### config.mk
export PLATFORM = sky130hd
export DESIGN_NAME = header_walk_tester
export DESIGN_NICKNAME = d
export VERILOG_FILES = /design/src/rtl/header_test_pkg.sv /design/src/rtl/header_walk_tester_dwell_timer.sv /design/src/rtl/header_walk_tester.sv
export SDC_FILE = /design/constraint.sdc
export NUM_CORES = 1
export LEC_CHECK = 0
export ABC_AREA = 1
export BUFFER_PORTS_ARGS = -buffer_cell sky130_fd_sc_hd__buf_2
export CAP_MARGIN = 20
export CORE_ASPECT_RATIO = 1.5
export CORE_UTILIZATION = 25
export CTS_CLUSTER_SIZE = 14
export DETAILED_ROUTE_END_ITERATION = 8
export PLACE_DENSITY_LB_ADDON = 0.3
export SYNTH_ARGS = -nofsm -noshare
export SYNTH_HDL_FRONTEND = slang
export SYNTH_HIERARCHICAL = 1
export SYNTH_SLANG_ARGS = --single-unit
### constraint.sdc
create_clock -name clk -period 3.3 [get_ports clk]
set_input_delay 0.66 -clock clk [delete_from_list [all_inputs] [get_ports clk]]
set_output_delay 0.66 -clock clk [all_outputs]
set_load 0.005 [all_outputs]
### src/rtl/header_test_pkg.sv
// ---------------------------------------------------------------------------
// header_test_pkg
// Shared types and constants for the breakout-header walk tester.
//   state_e          : sweep controller states
//   NUM_PINS_DEFAULT : pins on the external breakout header
//   IDX_W            : width of every pin index and pin count
//   NO_FAIL          : first_fail_idx value meaning "no failing pin yet"
// ---------------------------------------------------------------------------
package header_test_pkg;

    typedef enum logic [2:0] {
        IDLE,
        SETTLE,
        SAMPLE,
        HOLD,
        DONE
    } state_e;

    localparam int NUM_PINS_DEFAULT = 37;
    localparam int IDX_W            = 6;

    localparam logic [IDX_W-1:0] NO_FAIL = 6'h3F;

endpackage

### src/rtl/header_walk_tester_dwell_timer.sv
// ---------------------------------------------------------------------------
// dwell_timer
// Counts the clock cycles spent on the pin currently under test and flags
// the end of the settle window and the end of the dwell.
//   clk        : system clock
//   rst_n      : synchronous active-low reset
//   clear      : forces the count to zero on the next edge
//   count      : cycles elapsed since the last clear
//   settle_hit : count is on the last settle cycle
//   dwell_hit  : count is on the last cycle of the dwell
// ---------------------------------------------------------------------------
module dwell_timer
    import header_test_pkg::*;
#(
    parameter int SETTLE_CYCLES = 16,
    parameter int TICK_DIV      = 50000
) (
    input  logic        clk,
    input  logic        rst_n,
    input  logic        clear,
    output logic [31:0] count,
    output logic        settle_hit,
    output logic        dwell_hit
);

    localparam logic [31:0] SETTLE_LAST = 32'(SETTLE_CYCLES - 1);
    localparam logic [31:0] DWELL_LAST  = 32'(TICK_DIV - 1);

    logic [31:0] count_q;
    logic [31:0] count_d;

    // The counter free-runs unless the controller clears it; the controller
    // holds clear high whenever no step is in progress, so the count is
    // already zero on the first cycle of every step.
    always_comb begin
        count_d = count_q + 32'd1;
        if (clear) begin
            count_d = '0;
        end
    end

    // Count register.
    always_ff @(posedge clk) begin
        if (!rst_n) begin
            count_q <= '0;
        end else begin
            count_q <= count_d;
        end
    end

    assign count      = count_q;
    assign settle_hit = (count_q == SETTLE_LAST);
    assign dwell_hit  = (count_q == DWELL_LAST);

endmodule

### src/rtl/header_walk_tester.sv
// ---------------------------------------------------------------------------
// header_walk_tester
// Walks a single one (or single zero) across the breakout header pins,
// dwelling TICK_DIV cycles per pin, and checks the loopback copy of the
// header once per pin after a settle window. Per-pin failures are counted
// and the first failing pin is remembered.
//   clk            : system clock
//   rst_n          : synchronous active-low reset
//   start          : single-cycle sweep request (ignored while busy)
//   mode           : 0 = walking-one, 1 = walking-zero, latched on start
//   bus_in         : synchronised loopback sample of the header pins
//   bus_out        : registered pattern driven to the header
//   pin_idx        : pin currently under test
//   busy           : sweep in progress
//   done           : sweep finished, results valid
//   pass           : no pin failed (meaningful while done)
//   fail_count     : pins with at least one mismatching bit
//   first_fail_idx : first failing pin, NO_FAIL if none
// SETTLE_CYCLES must lie in 1 .. TICK_DIV-1.
// ---------------------------------------------------------------------------
module header_walk_tester
    import header_test_pkg::*;
#(
    parameter int NUM_PINS      = NUM_PINS_DEFAULT,
    parameter int TICK_DIV      = 50000,
    parameter int SETTLE_CYCLES = 16
) (
    input  logic                clk,
    input  logic                rst_n,
    input  logic                start,
    input  logic                mode,
    input  logic [NUM_PINS-1:0] bus_in,
    output logic [NUM_PINS-1:0] bus_out,
    output logic [IDX_W-1:0]    pin_idx,
    output logic                busy,
    output logic                done,
    output logic                pass,
    output logic [IDX_W-1:0]    fail_count,
    output logic [IDX_W-1:0]    first_fail_idx
);

    localparam logic [IDX_W-1:0] LAST_PIN = IDX_W'(NUM_PINS - 1);

    state_e              state_q,      state_d;
    logic                mode_q,       mode_d;
    logic [NUM_PINS-1:0] bus_out_q,    bus_out_d;
    logic [IDX_W-1:0]    pin_idx_q,    pin_idx_d;
    logic                busy_q,       busy_d;
    logic                done_q,       done_d;
    logic                pass_q,       pass_d;
    logic [IDX_W-1:0]    fail_count_q, fail_count_d;
    logic [IDX_W-1:0]    first_fail_q, first_fail_d;

    logic        timer_clear;
    logic        step_end;
    logic [31:0] timer_count;
    logic        settle_hit;
    logic        dwell_hit;

    // Pattern for pin idx: a lone one (walk_zero = 0) or a lone zero.
    function automatic logic [NUM_PINS-1:0] pattern(input logic walk_zero,
                                                    input logic [IDX_W-1:0] idx);
        logic [NUM_PINS-1:0] one_hot;
        one_hot = {{(NUM_PINS-1){1'b0}}, 1'b1} << idx;
        return walk_zero ? ~one_hot : one_hot;
    endfunction

    dwell_timer #(
        .SETTLE_CYCLES (SETTLE_CYCLES),
        .TICK_DIV      (TICK_DIV)
    ) u_dwell_timer (
        .clk        (clk),
        .rst_n      (rst_n),
        .clear      (timer_clear),
        .count      (timer_count),
        .settle_hit (settle_hit),
        .dwell_hit  (dwell_hit)
    );

    // Sweep controller. Every step is SETTLE (count 0 .. SETTLE_CYCLES-1),
    // one SAMPLE cycle, then HOLD until the dwell ends. SAMPLE also honours
    // the end of the dwell so a settle window of TICK_DIV-1 still works.
    // The step-end handling runs after the case so that pass sees a failure
    // recorded by a SAMPLE that is also the last cycle of the sweep.
    always_comb begin
        state_d      = state_q;
        mode_d       = mode_q;
        bus_out_d    = bus_out_q;
        pin_idx_d    = pin_idx_q;
        busy_d       = busy_q;
        done_d       = done_q;
        pass_d       = pass_q;
        fail_count_d = fail_count_q;
        first_fail_d = first_fail_q;
        timer_clear  = 1'b0;
        step_end     = 1'b0;

        unique case (state_q)
            IDLE, DONE: begin
                timer_clear = 1'b1;
                bus_out_d   = '0;
                if (start) begin
                    mode_d       = mode;
                    fail_count_d = '0;
                    first_fail_d = NO_FAIL;
                    pin_idx_d    = '0;
                    busy_d       = 1'b1;
                    done_d       = 1'b0;
                    pass_d       = 1'b0;
                    bus_out_d    = pattern(mode, '0);
                    state_d      = SETTLE;
                end
            end
            SETTLE: begin
                if (settle_hit) begin
                    state_d = SAMPLE;
                end
            end
            SAMPLE: begin
                if (|(bus_in ^ bus_out_q)) begin
                    fail_count_d = fail_count_q + IDX_W'(1);
                    if (first_fail_q == NO_FAIL) begin
                        first_fail_d = pin_idx_q;
                    end
                end
                state_d  = HOLD;
                step_end = dwell_hit;
            end
            HOLD: begin
                step_end = dwell_hit;
            end
            default: begin
                state_d = IDLE;
            end
        endcase

        if (step_end) begin
            timer_clear = 1'b1;
            if (pin_idx_q < LAST_PIN) begin
                pin_idx_d = pin_idx_q + IDX_W'(1);
                bus_out_d = pattern(mode_q, pin_idx_q + IDX_W'(1));
                state_d   = SETTLE;
            end else begin
                bus_out_d = '0;
                busy_d    = 1'b0;
                done_d    = 1'b1;
                pass_d    = (fail_count_d == '0);
                state_d   = DONE;
            end
        end
    end

    // State and result registers. Reset releases the header to all zeros
    // and leaves the block idle until the next start.
    always_ff @(posedge clk) begin
        if (!rst_n) begin
            state_q      <= IDLE;
            mode_q       <= 1'b0;
            bus_out_q    <= '0;
            pin_idx_q    <= '0;
            busy_q       <= 1'b0;
            done_q       <= 1'b0;
            pass_q       <= 1'b0;
            fail_count_q <= '0;
            first_fail_q <= NO_FAIL;
        end else begin
            state_q      <= state_d;
            mode_q       <= mode_d;
            bus_out_q    <= bus_out_d;
            pin_idx_q    <= pin_idx_d;
            busy_q       <= busy_d;
            done_q       <= done_d;
            pass_q       <= pass_d;
            fail_count_q <= fail_count_d;
            first_fail_q <= first_fail_d;
        end
    end

    // The settle window must never run past its last cycle; if it did, the
    // sample point would drift away from the pattern change.
    always_ff @(posedge clk) begin
        if (rst_n && state_q == SETTLE) begin
            assert (timer_count < 32'(SETTLE_CYCLES));
        end
    end

    assign bus_out        = bus_out_q;
    assign pin_idx        = pin_idx_q;
    assign busy           = busy_q;
    assign done           = done_q;
    assign pass           = pass_q;
    assign fail_count     = fail_count_q;
    assign first_fail_idx = first_fail_q;

endmodule
## Word-level counts from Yosys, hierarchy flattened

Index checks and enable logic that the tools add are counted.

| storage, ports and cells | value |
|---|---|
| register bits after elaboration | 94 |
| input port bits | 41 |
| output and inout port bits | 58 |
| word-level logic and storage cells | 79 |

| operators by class | value |
|---|---|
| $add $sub $neg | 3 |
| magnitude comparators | 1 |
| equality and inequality tests | 13 |
| shift operators | 1 |
| mux-type cells | 37 |
| bitwise operators | 3 |
| reductions and logical operators | 11 |

Operators with widths:

| cell | number |
|---|---|
| $mux 37 | 6 |
| $mux 6 | 9 |
| $not 37->37 | 1 |
| $reduce_or 37->1 | 1 |
| $shl 1x6->37 const A | 1 |
| $xor 37x37->37 | 1 |
| $add 32x1->32 const B | 1 |
| $eq 32x16->1 const B | 1 |
| $eq 32x4->1 const B | 1 |
| $pmux 6 s2 | 2 |
| $mux 1 | 15 |
| $add 6x1->6 const B | 2 |
| $mux 3 | 4 |
| $pmux 3 s4 | 1 |
| $ne 2x2->1 const B | 4 |
| $eq 3x2->1 const B | 2 |
| $eq 6x6->1 const B | 1 |
| $logic_not 6->1 | 1 |
| $lt 6x6->1 const B | 1 |
| $ne 3x3->1 const B | 2 |
| $reduce_or 2->1 | 3 |
| $reduce_and 4->1 | 1 |
| $reduce_bool 2->1 | 2 |
| $eq 3x1->1 const B | 1 |
| 5 further kinds | 5 |

## Longest topological paths before layout

Gate-level depths: netlist of run 1.

| depth | value |
|---|---|
| word-level depth | 7 |
| depth in mapped cells | 16 |
| mapped depth without buffers | 16 |

## Modules after synthesis

Netlist of run 1, hierarchy kept.

Modules (own cells, without submodules):

| module | times used | cells an instance | area each (µm²) | sequential area each (µm²) |
|---|---|---|---|---|
| header_walk_tester | 1 | 608 | 4032.6 | 1241.2 |
| dwell_timer | 1 | 278 | 1771.7 | 640.6 |

## Least setup slack after synthesis of run 1

Ideal clock, no wire load.

| timing path | value |
|---|---|
| kind | register -> register |
| start point | register u_dwell_timer.count_q[0], in the netlist u_dwell_timer/count[0] |
| end point | register bus_out_q[1], in the netlist bus_out[1] |
| library setup time | 146 ps |
| data arrival time | 2151 ps |
| data required time | 3154 ps |
| path slack | 1002 ps |
| stages on the path, launching flop included | 14 |
| path buffers | 1 |
| period minus slack after synthesis | 2298 ps |
| cell sequence | dfxtp_1 -> ha_1 -> nand2_1 -> nor2_4 -> inv_1 -> nor2_1 -> nand2_1 -> nor2_1 -> nand3_1 -> nand2_1 -> inv_2 -> a31oi_2 -> buf_2 -> a221oi_1 |

| between the ends | value |
|---|---|
| longest elaborated chain between the ends | 3 |
| elaborated cells between the ends (all ways) | 4 |
| those cells by class | eq/ne (1); mux (2); reduce/logical (1) |

Ends and longest elaborated chain:

| what | line | RTL |
|---|---|---|
| from (decl) | header_walk_tester_dwell_timer.sv:29 | `logic [31:0] count_q;` |
| from (signal assigned) | header_walk_tester_dwell_timer.sv:47 | `count_q <= count_d;` |
| $eq 32x16->1 * | header_walk_tester_dwell_timer.sv:53 | `assign dwell_hit = (count_q == DWELL_LAST);` |
| named net dwell_hit | header_walk_tester.sv:58 | `logic dwell_hit;` |
| $mux 1 * | header_walk_tester.sv:98 | `unique case (state_q)` |
| $mux 37 or $reduce_bool 2->1 (tied branches) | n/a |  |
| to (signal assigned) | header_walk_tester.sv:169 | `bus_out_q <= bus_out_d;` |
| to (decl) | header_walk_tester.sv:46 | `logic [NUM_PINS-1:0] bus_out_q, bus_out_d;` |

The timed path passes the listed nets; every way through them passes the cells marked *.
A chain may end at the register's enable or synchronous reset.

## Worst setup path after layout of run 1

| timing path | value |
|---|---|
| start point | register u_dwell_timer.count_q[0], in the netlist u_dwell_timer/count[0] |
| end point | register bus_out_q[25], in the netlist bus_out[25] |

The elaborated chain is that of the path after synthesis.

==> results.json, run 1 <==
{
  "power_density_nw_per_um2": 620.5,
  "period_needed_ps": 2660,
  "rsz0062_at_grt": "no",
  "grt-ovfl-total": 0,
  "finalHoldViolCount": 0,
  "fin_tns_setup_ps": 0,
  "portBuffers": 98,
  "grt_pass1_wl_um": 26800,
  "fin_nets": 1020,
  "synth_seq_cells": 94,
  "cts_resized": 0,
  "reg2reg_to": "bus_out[25]$_SDFFE_PN0P_",
  "startpoint": "u_dwell_timer/count[0]$_SDFF_PP0_",
  "synth_ff_type": "dfxtp_1",
  "slew_headroom": 0.5313,
  "rows": 67,
  "antennaDiodeCount": 0,
  "drt_pass1_iterations": 5,
  "num_io_pins": 99,
  "end_kind": "flip-flop",
  "cts_tree": "done",
  "cts_buffers": 9,
  "cts.path.max_buffers": 2,
  "outcome": "completed",
  "layout-drive-gt1-share": 0.1699,
  "route.detailed.drc": 0,
  "ant_nets": 0,
  "initial_core_util": 0.2574,
  "ir_worst_vdd_v": 0.0002895,
  "die_x_um": 126.4,
  "skew_ps": 9.326,
  "syn-cell-area_um2": 5804,
  "min_period_over_period": 0.8062,
  "drt_iter0_drc": 352,
  "worstSetupPathType": "flip-flop to flip-flop",
  "reg2reg_slack_ps": 640,
  "antenna_found_initial": 0,
  "routed_wl_um": 16810,
  "ys_seq_area_frac": 0.3242,
  "start_kind": "flip-flop",
  "fin_cells": 1253,
  "nFillCells": 2484,
  "place.gp.congestion": 0.8292,
  "endpoint": "bus_out[25]$_SDFFE_PN0P_",
  "grt_pass1_vias": 5349,
  "grt_max_degree": 41,
  "max_freq_mhz": 375.9,
  "synth_nets": 934,
  "wl_per_cell_um": 13.41,
  "die_height_um": 188.6,
  "clkTransAtPathRegs_ps": 60,
  "hp-class": "flip-flop to flip-flop",
  "yosys_warnings": 6,
  "dieArea_um2": 23840,
  "cts_htree_levels": 3,
  "dpl.hpwl_um": 12950,
  "cts_hold_buf": 0,
  "cp_data_arrival_time_ps": 2870,
  "worstPathRequired_ps": 3510,
  "cp_max_fo": 36,
  "setup_viol": 0,
  "clock-root-buffer": "clkbuf_16",
  "r2r_start": "u_dwell_timer/count[0]$_SDFF_PP0_",
  "syn_to_final_growth_pct": 18.45,
  "maxCapViolCount": 0,
  "dp.cells": 1237,
  "async_flop_share": 0,
  "vias": 5838,
  "cts_setup_buffers": 0,
  "synth-edff-count": 0,
  "drv_slew": 0,
  "clkSinkCount": 94,
  "leakagePower_nw": 2.774,
  "clock_latency_ps": 350,
  "grt_use_total": 0.1434,
  "viasPerCell": 4.659,
  "netlist_instances": 886,
  "syn_avg_cell_area_um2": 6.551,
  "tightest_slew_ps": 702.3,
  "r2r_cells": 13,
  "synth_cell_type_count": 45,
  "coreArea_um2": 22550
}
==> worst min path at each step <==
| stage | from | end | cells after the start |
|---|---|---|---|
| finish | u_dwell_timer/count[0]$_SDFF_PP0_ | u_dwell_timer/count[0]$_SDFF_PP0_ | 1 |
| global route | u_dwell_timer/count[0]$_SDFF_PP0_ | u_dwell_timer/count[0]$_SDFF_PP0_ | 1 |
| CTS | u_dwell_timer/count[0]$_SDFF_PP0_ | u_dwell_timer/count[0]$_SDFF_PP0_ | 1 |
| detailed placement | u_dwell_timer/count[0]$_SDFF_PP0_ | u_dwell_timer/count[0]$_SDFF_PP0_ | 1 |
| global placement | u_dwell_timer/count[0]$_SDFF_PP0_ | u_dwell_timer/count[0]$_SDFF_PP0_ | 1 |
| floorplan | u_dwell_timer/count[0]$_SDFF_PP0_ | u_dwell_timer/count[0]$_SDFF_PP0_ | 1 |
==> worst max-delay path, cell delays in order, from the launching register on <==
cell and delay [ps]:
dfxtp_1 350, ha_1 170, nand2_1 120, nor2_4 150, inv_1 70, nor2_1 100, nand2_1 70, nor2_1 110
nand3_1 270, nand2_1 190, inv_2 200, a31oi_4 190, buf_4 410, a221oi_1 130
==> final cells by class <==
class,count,area (um^2),area share
clock buffers,13,260.3,0.03785
clock inverters,3,42.54,0.006187
inverters,96,365.4,0.05314
multi-input cells,663,3411,0.4961
flip-flops and latches,94,1882,0.2737
well taps,276,345.3,0.05023
repair buffers,108,569.3,0.08280
==> flip-flops by register name (all words and copies together) (netlist names) <==
name,flops
done,1
fail_count,6
state_q,3
pin_idx,6
busy,1
mode_q,1
u_dwell_timer/count,32
bus_out,37
first_fail_idx,6
pass,1
==> synthesized netlist by cell type, types with 2 or more instances <==
cell	number	area share
a221oi_2	7	0.018
xor2_1	11	0.017
o21ai_0	64	0.055
buf_4	2	0.0026
nor2_1	117	0.076
xor2_2	2	0.0056
nand3_1	76	0.066
nor2_4	8	0.016
a31oi_1	3	0.0032
a211oi_1	4	0.0052
nor2_2	11	0.012
a21o_1	2	0.0026
ha_1	7	0.015
nand2_2	6	0.0065
clkbuf_1	16	0.010
xnor2_1	14	0.021
buf_2	13	0.011
nor3_1	6	0.0052
dfxtp_1	94	0.32
inv_4	2	0.0022
nand2_1	204	0.13
nor2_8	2	0.0069
nand3b_1	2	0.0026
inv_1	91	0.059
clkinv_1	2	0.0013
a21oi_1	74	0.064
and2_1	3	0.0032
a221oi_1	11	0.017
nand4_1	12	0.013
o21ai_1	5	0.0043
==> per-stage QoR <==
step | power, W | hold WS [ps] | setup slack (ps) | util | area [um^2]
after global placement | 0.003244 | 432.2 | 567.5 | 0.2910 | 6561
after CTS | 0.004340 | 462.6 | 588.9 | 0.3049 | 6875
after floorplan | 0.002659 | 417.3 | 1002 | - | 5804
after detailed placement | 0.003248 | 451.2 | 598.2 | 0.2915 | 6573
final | 0.004266 | 454.7 | 639.6 | 0.3049 | 6875
after global routing | 0.004624 | 492.6 | 245.5 | 0.3049 | 6875
==> per-layer routing <==
| layer | up-vias | part of all wire | GRT usage |
|---|---|---|---|
| met4 | 0 | 0.018 | 0.04402 |
| met1 | 2648 | 0.40 | 0.1511 |
| met2 | 96 | 0.55 | 0.2847 |
| li1 | 3069 | - | - |
| met5 | - | 0 | 0 |
| met3 | 25 | 0.028 | 0.02215 |
==> cell families after synthesis <==
family,share of synthesized area
DFF,0.3242
and+or+nand+nor,0.3453
AOI/OAI and AO/OA,0.1776
xor gates and xnor gates,0.04807
adders and majority gates,0.01509
buffers and inverters,0.08967
==> power by group <==
| group | total, W | switching, W | internal, W |
|---|---|---|---|
| clock | 0.00107 | 0.000443 | 0.000628 |
| combinational | 0.00155 | 0.000946 | 0.000607 |
| sequential | 0.00164 | 0.000248 | 0.00139 |
| total | 0.00427 | 0.00164 | 0.00263 |
==> cells in the final DEF (no fill, tap or decap), drive strengths merged <==
master,n
o21bai,1
clkinvlp,1
dfxtp,94
o31ai,1
clkinv,3
xor2,14
xnor2,14
nand3b,2
o21a,1
and2,3
clkbuf,13
or2,1
bufinv,1
o22ai,1
nor2,138
buf,108
inv,94
a211oi,4
nand3,77
nand2,211
and3,1
nand4,12
o2111ai,1
a21o,2
nor3,7
a21oi,74
a221oi,18
ha,7
o21ai,69
a31oi,4
Power figures use the tool's default switching activity.
==> run 2: changes to the inputs <==
--- a/config.mk
+++ b/config.mk
@@ -5,7 +5,7 @@
 export SDC_FILE = /design/constraint.sdc
 export NUM_CORES = 1
 export LEC_CHECK = 0
-export ABC_AREA = 1
+export ABC_AREA = 0
 export BUFFER_PORTS_ARGS = -buffer_cell sky130_fd_sc_hd__buf_2
 export CAP_MARGIN = 20
 export CORE_ASPECT_RATIO = 1.5
==> constraint.sdc (replaced) <==
create_clock -name clk -period 2.4 [get_ports clk]
set_input_delay 0.48 -clock clk [delete_from_list [all_inputs] [get_ports clk]]
set_output_delay 0.48 -clock clk [all_outputs]
set_load 0.005 [all_outputs]
==> run 2 against run 1 <==
Net effect: clock skew about the same; final cell count down 14%; sequential share of layout area increased by 0.16 points; flip-flop and latch count unchanged; maximum frequency is 15% higher; area after synthesis down 8.5%; synthesized cell count decreased by 23%; critical path depth shrank 4.
==> results.json, run 2 <==
{
  "grt_pass1_vias": 5017,
  "start_kind": "flip-flop",
  "cts_setup_buffers": 0,
  "routed_wl_um": 16130,
  "num_io_pins": 99,
  "max_freq_mhz": 431.9,
  "path_buf_inv": 0,
  "grt_use_total": 0.1513,
  "place.gp.congestion": 0.8572,
  "clock-root-buffer": "clkbuf_16",
  "cts_buffers": 9,
  "hp-class": "input port to flip-flop",
  "cts.path.max_buffers": 2,
  "vias": 5178,
  "syn-cell-area_um2": 5309,
  "layout_commonest_cell": "buf_2",
  "async_flop_share": 0,
  "rows": 64,
  "synth_cell_type_count": 52,
  "syn_to_final_growth_pct": 29.18,
  "synth_top_area_share": 0.3545,
  "power_density_nw_per_um2": 514.3,
  "period_needed_ps": 2315,
  "cp_data_arrival_time_ps": 2600,
  "synth-edff-count": 0,
  "design_area_um2": 6858,
  "ys_seq_area_frac": 0.3545,
  "grt-ovfl-total": 0,
  "portBuffers": 98,
  "skew_ps": 9.136,
  "crit_family": "simple AND/OR/NAND/NOR gates",
  "ir_worst_vdd_v": 0.0003381,
  "drt_pass1_iterations": 4,
  "synthTopCellsByCount": "dfxtp_1, nor2_1, xnor2_1, a21oi_1, nand2_1",
  "clock_latency_ps": 350,
  "synth_nets": 730,
  "yosys-top-cells-area": "dfxtp_1, xnor2_1, a21oi_1",
  "ant_nets": 0,
  "reg2reg_slack_ps": 80,
  "maxCapViolCount": 0,
  "rsz0062_at_grt": "yes",
  "cts_htree_levels": 3,
  "largest_reg_flops": 37,
  "slew_headroom": 0.5881,
  "outcome": "completed",
  "antennaDiodeCount": 0,
  "syn_avg_cell_area_um2": 7.784,
  "viasPerCell": 4.812,
  "finalHoldViolCount": 0,
  "wl_per_cell_um": 14.99,
  "synth_ff_type": "dfxtp_1",
  "clkTransAtPathRegs_ps": 80,
  "total_power_w": 0.003527,
  "tightest_slew_ps": 612.2,
  "cts_hold_buf": 0,
  "setup_viol": 0,
  "dieArea_um2": 21830,
  "die_x_um": 121.0,
  "place_area_um2": 6454,
  "slowest_stage": "or4b_4",
  "coreArea_um2": 20580,
  "cts_tree": "done",
  "cp_max_fo": 3,
  "worstSetupPathType": "flip-flop to flip-flop",
  "end_kind": "flip-flop",
  "synth_area_leader_cell": "dfxtp_1",
  "grt_pass1_wl_um": 25870,
  "drt_iter0_drc": 227,
  "grt_max_degree": 29,
  "min_period_over_period": 0.9648,
  "route.detailed.drc": 0,
  "leakagePower_nw": 2.670,
  "drv_slew": 0,
  "max_stage_delay_ps": 500,
  "netlist_instances": 682,
  "dpl.hpwl_um": 12090,
  "layout-drive-gt1-share": 0.2488,
  "final_core_util": 0.3332,
  "synth_seq_cells": 94,
  "clkSinkCount": 94,
  "final_cell_mix": "buf_2, dfxtp_1, nor2_1, xnor2_1, a21oi_1",
  "die_height_um": 180.5,
  "hold_ws_ps": 397.0,
  "fin_nets": 855,
  "synth.most_common_cell": "dfxtp_1",
  "antenna_found_initial": 0,
  "initial_core_util": 0.2580,
  "worstPathRequired_ps": 2680,
  "yosys_warnings": 6,
  "crit_path_cell_trace": "nor4_4, nand4_1, nor3_2, and3_4, and2_4, nand2_4, a2111oi_4, or4b_4, o21ai_2"
}
run 2: cell count changes in the layout (fill, tap and decap cells not counted), moves of 10 or more:
cell and change:
o21ai_0 -12, xor2_1 +10, xnor2_1 +52, nand3_1 -49, buf_4 +48, or4_1 +12, nand2_1 -147, nor4_1 +12
and3_1 +10, a21oi_1 -11, nor2_1 -39, a221oi_1 -11, o31ai_1 +12, inv_1 -81
run 2: area by class of cell:
| cell class | count | area, um^2 |
|---|---|---|
| Inverter | 10 | 37.54 |
| Clock inverter | 6 | 52.55 |
| Fill cell | 2205 | 13720 |
| Clock buffer | 10 | 229.0 |
| Timing Repair Buffer | 158 | 978.4 |
| Tap cell | 264 | 330.3 |
| Multi-Input combinational cell | 534 | 3342 |
| Sequential cell | 94 | 1888 |
run 2: worst paths after layout:
check | start | to | cells after the start
max reg2reg | u_dwell_timer/count[22]$_SDFF_PP0_ | pass$_SDFF_PN0_ | 9
min | mode | mode_q$_SDFFE_PN0P_ | 3
max | u_dwell_timer/count[22]$_SDFF_PP0_ | pass$_SDFF_PN0_ | 9
min reg2reg | pass$_SDFF_PN0_ | pass$_SDFF_PN0_ | 2
run 2: through the flow:
stage	std cells	setup WS, ps	TNS (ps)
floorplan	682	9.269	0
global placement	1060	-145.2	-148.0
detailed placement	1060	-172.6	-355.7
CTS	1076	15.00	0
global route	1076	-39.92	-39.92
finish	1076	84.51	0
run 2: cell families after synthesis:
| kind of cell | after synthesis | share of synthesized area |
|---|---|---|
| fa+ha+maj | 7 | 0.01650 |
| mux | 5 | 0.009663 |
| buf+inv | 54 | 0.04007 |
| compound gates | 151 | 0.1607 |
| xor+xnor | 89 | 0.1468 |
| simple gates | 282 | 0.2717 |
| flops | 94 | 0.3545 |
run 2: timing repair:
action / CTS / global route
pin swaps: 4 / 7
gates resized for setup: 4 / 19
hold endpoints to repair: 0 / 0
endpoints found under the setup margin: 1 / 5
run 2: worst reg2reg max path, delay by kind of cell, from the launching register on:
family	cells	cell delay (ps)
simple gates	7	1620
flops	1	340
compound gates	2	290
run 2: power by group:
group | switching [W] | internal (W) | leakage [nW] | total [W]
logic | 0.000231 | 0.000213 | 1.77 | 0.000444
clock network | 0.000679 | 0.000723 | 0.132 | 0.00140
registers | 0.0000647 | 0.00162 | 0.768 | 0.00168
run 2: routing by layer:
| layer | share of wire | GRT usage | up-vias | wire (um) |
|---|---|---|---|---|
| met3 | 0.029 | 0.02500 | 25 | 473 |
| li1 | - | - | 2648 | - |
| met1 | 0.42 | 0.1731 | 2405 | 6788 |
| met4 | 0.030 | 0.06617 | 0 | 476 |
| met5 | 0 | 0 | - | 0 |
| met2 | 0.52 | 0.2713 | 100 | 8395 |
==> run 3: changes to the inputs <==
--- a/config.mk
+++ b/config.mk
@@ -12,7 +12,7 @@
 export CORE_UTILIZATION = 25
 export CTS_CLUSTER_SIZE = 14
 export DETAILED_ROUTE_END_ITERATION = 8
-export PLACE_DENSITY_LB_ADDON = 0.3
+export PLACE_DENSITY = 0.5
 export SYNTH_ARGS = -nofsm -noshare
 export SYNTH_HDL_FRONTEND = slang
 export SYNTH_HIERARCHICAL = 1
==> run 3 against run 2 <==
Net effect: largest cell class unchanged; clock-buffer cell count is 1 lower; worst setup slack gained 17 ps; hold slack improved by 21 ps; clock skew hardly changed; critical path type unchanged; critical endpoint unchanged.
==> results.json, run 3 (same netlist as run 2, synthesis figures left out) <==
{
  "r2r_cells": 9,
  "num_io_pins": 99,
  "grt_use_total": 0.1524,
  "leakagePower_nw": 2.661,
  "grt_max_degree": 46,
  "min_period_over_period": 0.9579,
  "place.gp.congestion": 0.8147,
  "layout_commonest_cell": "buf_2",
  "vias": 5197,
  "grt_pass1_vias": 4977,
  "drv_slew": 0,
  "dieArea_um2": 21830,
  "maxCapViolCount": 0,
  "power_density_nw_per_um2": 522.6,
  "cts.path.max_buffers": 2,
  "rsz0062_at_grt": "yes",
  "r2r_start": "u_dwell_timer/count[5]$_SDFF_PP0_",
  "setup_viol": 0,
  "routed_wl_um": 16260,
  "route.detailed.drc": 0,
  "tightest_slew_ps": 619.6,
  "viasPerCell": 4.834,
  "p_int_w": 0.002644,
  "cts_htree_levels": 3,
  "dpl.hpwl_um": 12300,
  "clock_latency_ps": 350,
  "end_kind": "flip-flop",
  "cts_buffers": 9,
  "cts_tree": "done",
  "largest_reg_flops": 37,
  "antenna_found_initial": 0,
  "skew_ps": 9.220,
  "coreArea_um2": 20580,
  "hp-class": "input port to flip-flop",
  "drt_pass1_iterations": 4,
  "period_needed_ps": 2299,
  "hold_ws_ps": 418.1,
  "clkSinkCount": 94,
  "cts_setup_buffers": 0,
  "rows": 64,
  "slowest_stage": "or4b_1",
  "layout-drive-gt1-share": 0.2491,
  "initial_core_util": 0.2580,
  "p_switching_w": 0.0009527,
  "clkTransAtPathRegs_ps": 70,
  "wl_per_cell_um": 15.12,
  "cts_hold_buf": 0,
  "finalHoldViolCount": 0,
  "reg2reg_slack_ps": 100,
  "reg2reg_to": "pass$_SDFF_PN0_",
  "drt_iter0_drc": 323,
  "grt_pass1_wl_um": 25890,
  "dp.cells": 1059,
  "max_freq_mhz": 435.0,
  "slew_headroom": 0.5869,
  "crit_path_cell_trace": "nor4_2, nand4_1, nor3_2, and3_4, and2_4, nand2_2, a2111oi_2, or4b_1, o21ai_1",
  "ir_worst_vdd_v": 0.0003463,
  "start_kind": "flip-flop",
  "cp_max_fo": 3,
  "netSwitchingFraction": 0.2649,
  "clock-root-buffer": "clkbuf_16",
  "syn_to_final_growth_pct": 29.65,
  "clockPowerShare": 0.408,
  "die_height_um": 180.5,
  "outcome": "completed",
  "fin_cells": 1075,
  "combPwrFrac": 0.125,
  "cp_data_arrival_time_ps": 2590,
  "final_cell_mix": "buf_2, dfxtp_1, nor2_1, xnor2_1, a21oi_1",
  "nFillCells": 2173,
  "endpoint": "pass$_SDFF_PN0_",
  "die_x_um": 121.0,
  "grt-ovfl-total": 0,
  "portBuffers": 98,
  "worstPathRequired_ps": 2690,
  "antennaDiodeCount": 0,
  "worstSetupPathType": "flip-flop to flip-flop",
  "startpoint": "u_dwell_timer/count[5]$_SDFF_PP0_",
  "max_stage_delay_ps": 450,
  "fin_nets": 854,
  "ant_nets": 0,
  "seqPwrFrac": 0.467
}
==> run 3: worst min path at each step <==
stage | startpoint | to | slack (ps) | cells after the start
CTS | mode | mode_q$_SDFFE_PN0P_ | 410 | 3
detailed placement | u_dwell_timer/count[31]$_SDFF_PP0_ | u_dwell_timer/count[31]$_SDFF_PP0_ | 470 | 2
floorplan | u_dwell_timer/count[0]$_SDFF_PP0_ | u_dwell_timer/count[0]$_SDFF_PP0_ | 430 | 1
finish | mode | mode_q$_SDFFE_PN0P_ | 420 | 3
global placement | u_dwell_timer/count[31]$_SDFF_PP0_ | u_dwell_timer/count[31]$_SDFF_PP0_ | 470 | 2
global route | mode | mode_q$_SDFFE_PN0P_ | 420 | 3
==> run 3: final cells by class <==
cell class,instances,area [um^2],area share
multi-input combinational,534,3332,0.4841
sequential,94,1887,0.2741
clock buffer,9,225.2,0.03272
inverter,10,37.54,0.005454
tap,264,330.3,0.04799
clock inverter,7,75.07,0.01091
timing repair buffer,157,996.0,0.1447
==> run 3: what timing repair did <==
action	4_1_cts	5_1_grt
endpoints found under the setup margin	1	15
pin swaps	1	10
resized for setup	6	15
cloned	0	0
==> run 3: stage by stage <==
stage | total power, W | setup TNS, ps | utilization | setup WS, ps | instance area, um^2
floorplan | 0.001955 | 0 | - | 9.269 | 5315
global placement | 0.002169 | -820.0 | 0.3144 | -213.1 | 6471
detailed placement | 0.002166 | -1469 | 0.3144 | -271.4 | 6471
CTS | 0.003645 | 0 | 0.3308 | 9.905 | 6808
global route | 0.003750 | -60.08 | 0.3344 | -60.08 | 6883
finish | 0.003597 | 0 | 0.3344 | 101.1 | 6883
==> run 3: power by group through the flow <==
stage	clock, W	sequential [W]	combinational (W)
floorplan	0	0.00170	0.000254
global placement	0	0.00172	0.000453
detailed placement	0	0.00171	0.000452
CTS	0.00151	0.00168	0.000457
global route	0.00156	0.00169	0.000503
finish	0.00147	0.00168	0.000450
==> run 3: routing by layer <==
layer  share of wire  track usage  wire [um]
met1            0.41       0.1685       6652
met2            0.53       0.2850       8682
met3           0.031      0.02310        500
met4           0.026      0.05926        424
met5               0            0          0
==> run 3: critical path, delay by kind of cell, from the launching register on <==
family	cells	cell delay [ps]
flip-flops	1	340
AO/OA/AOI/OAI	2	330
AND/OR/NAND/NOR	7	1570
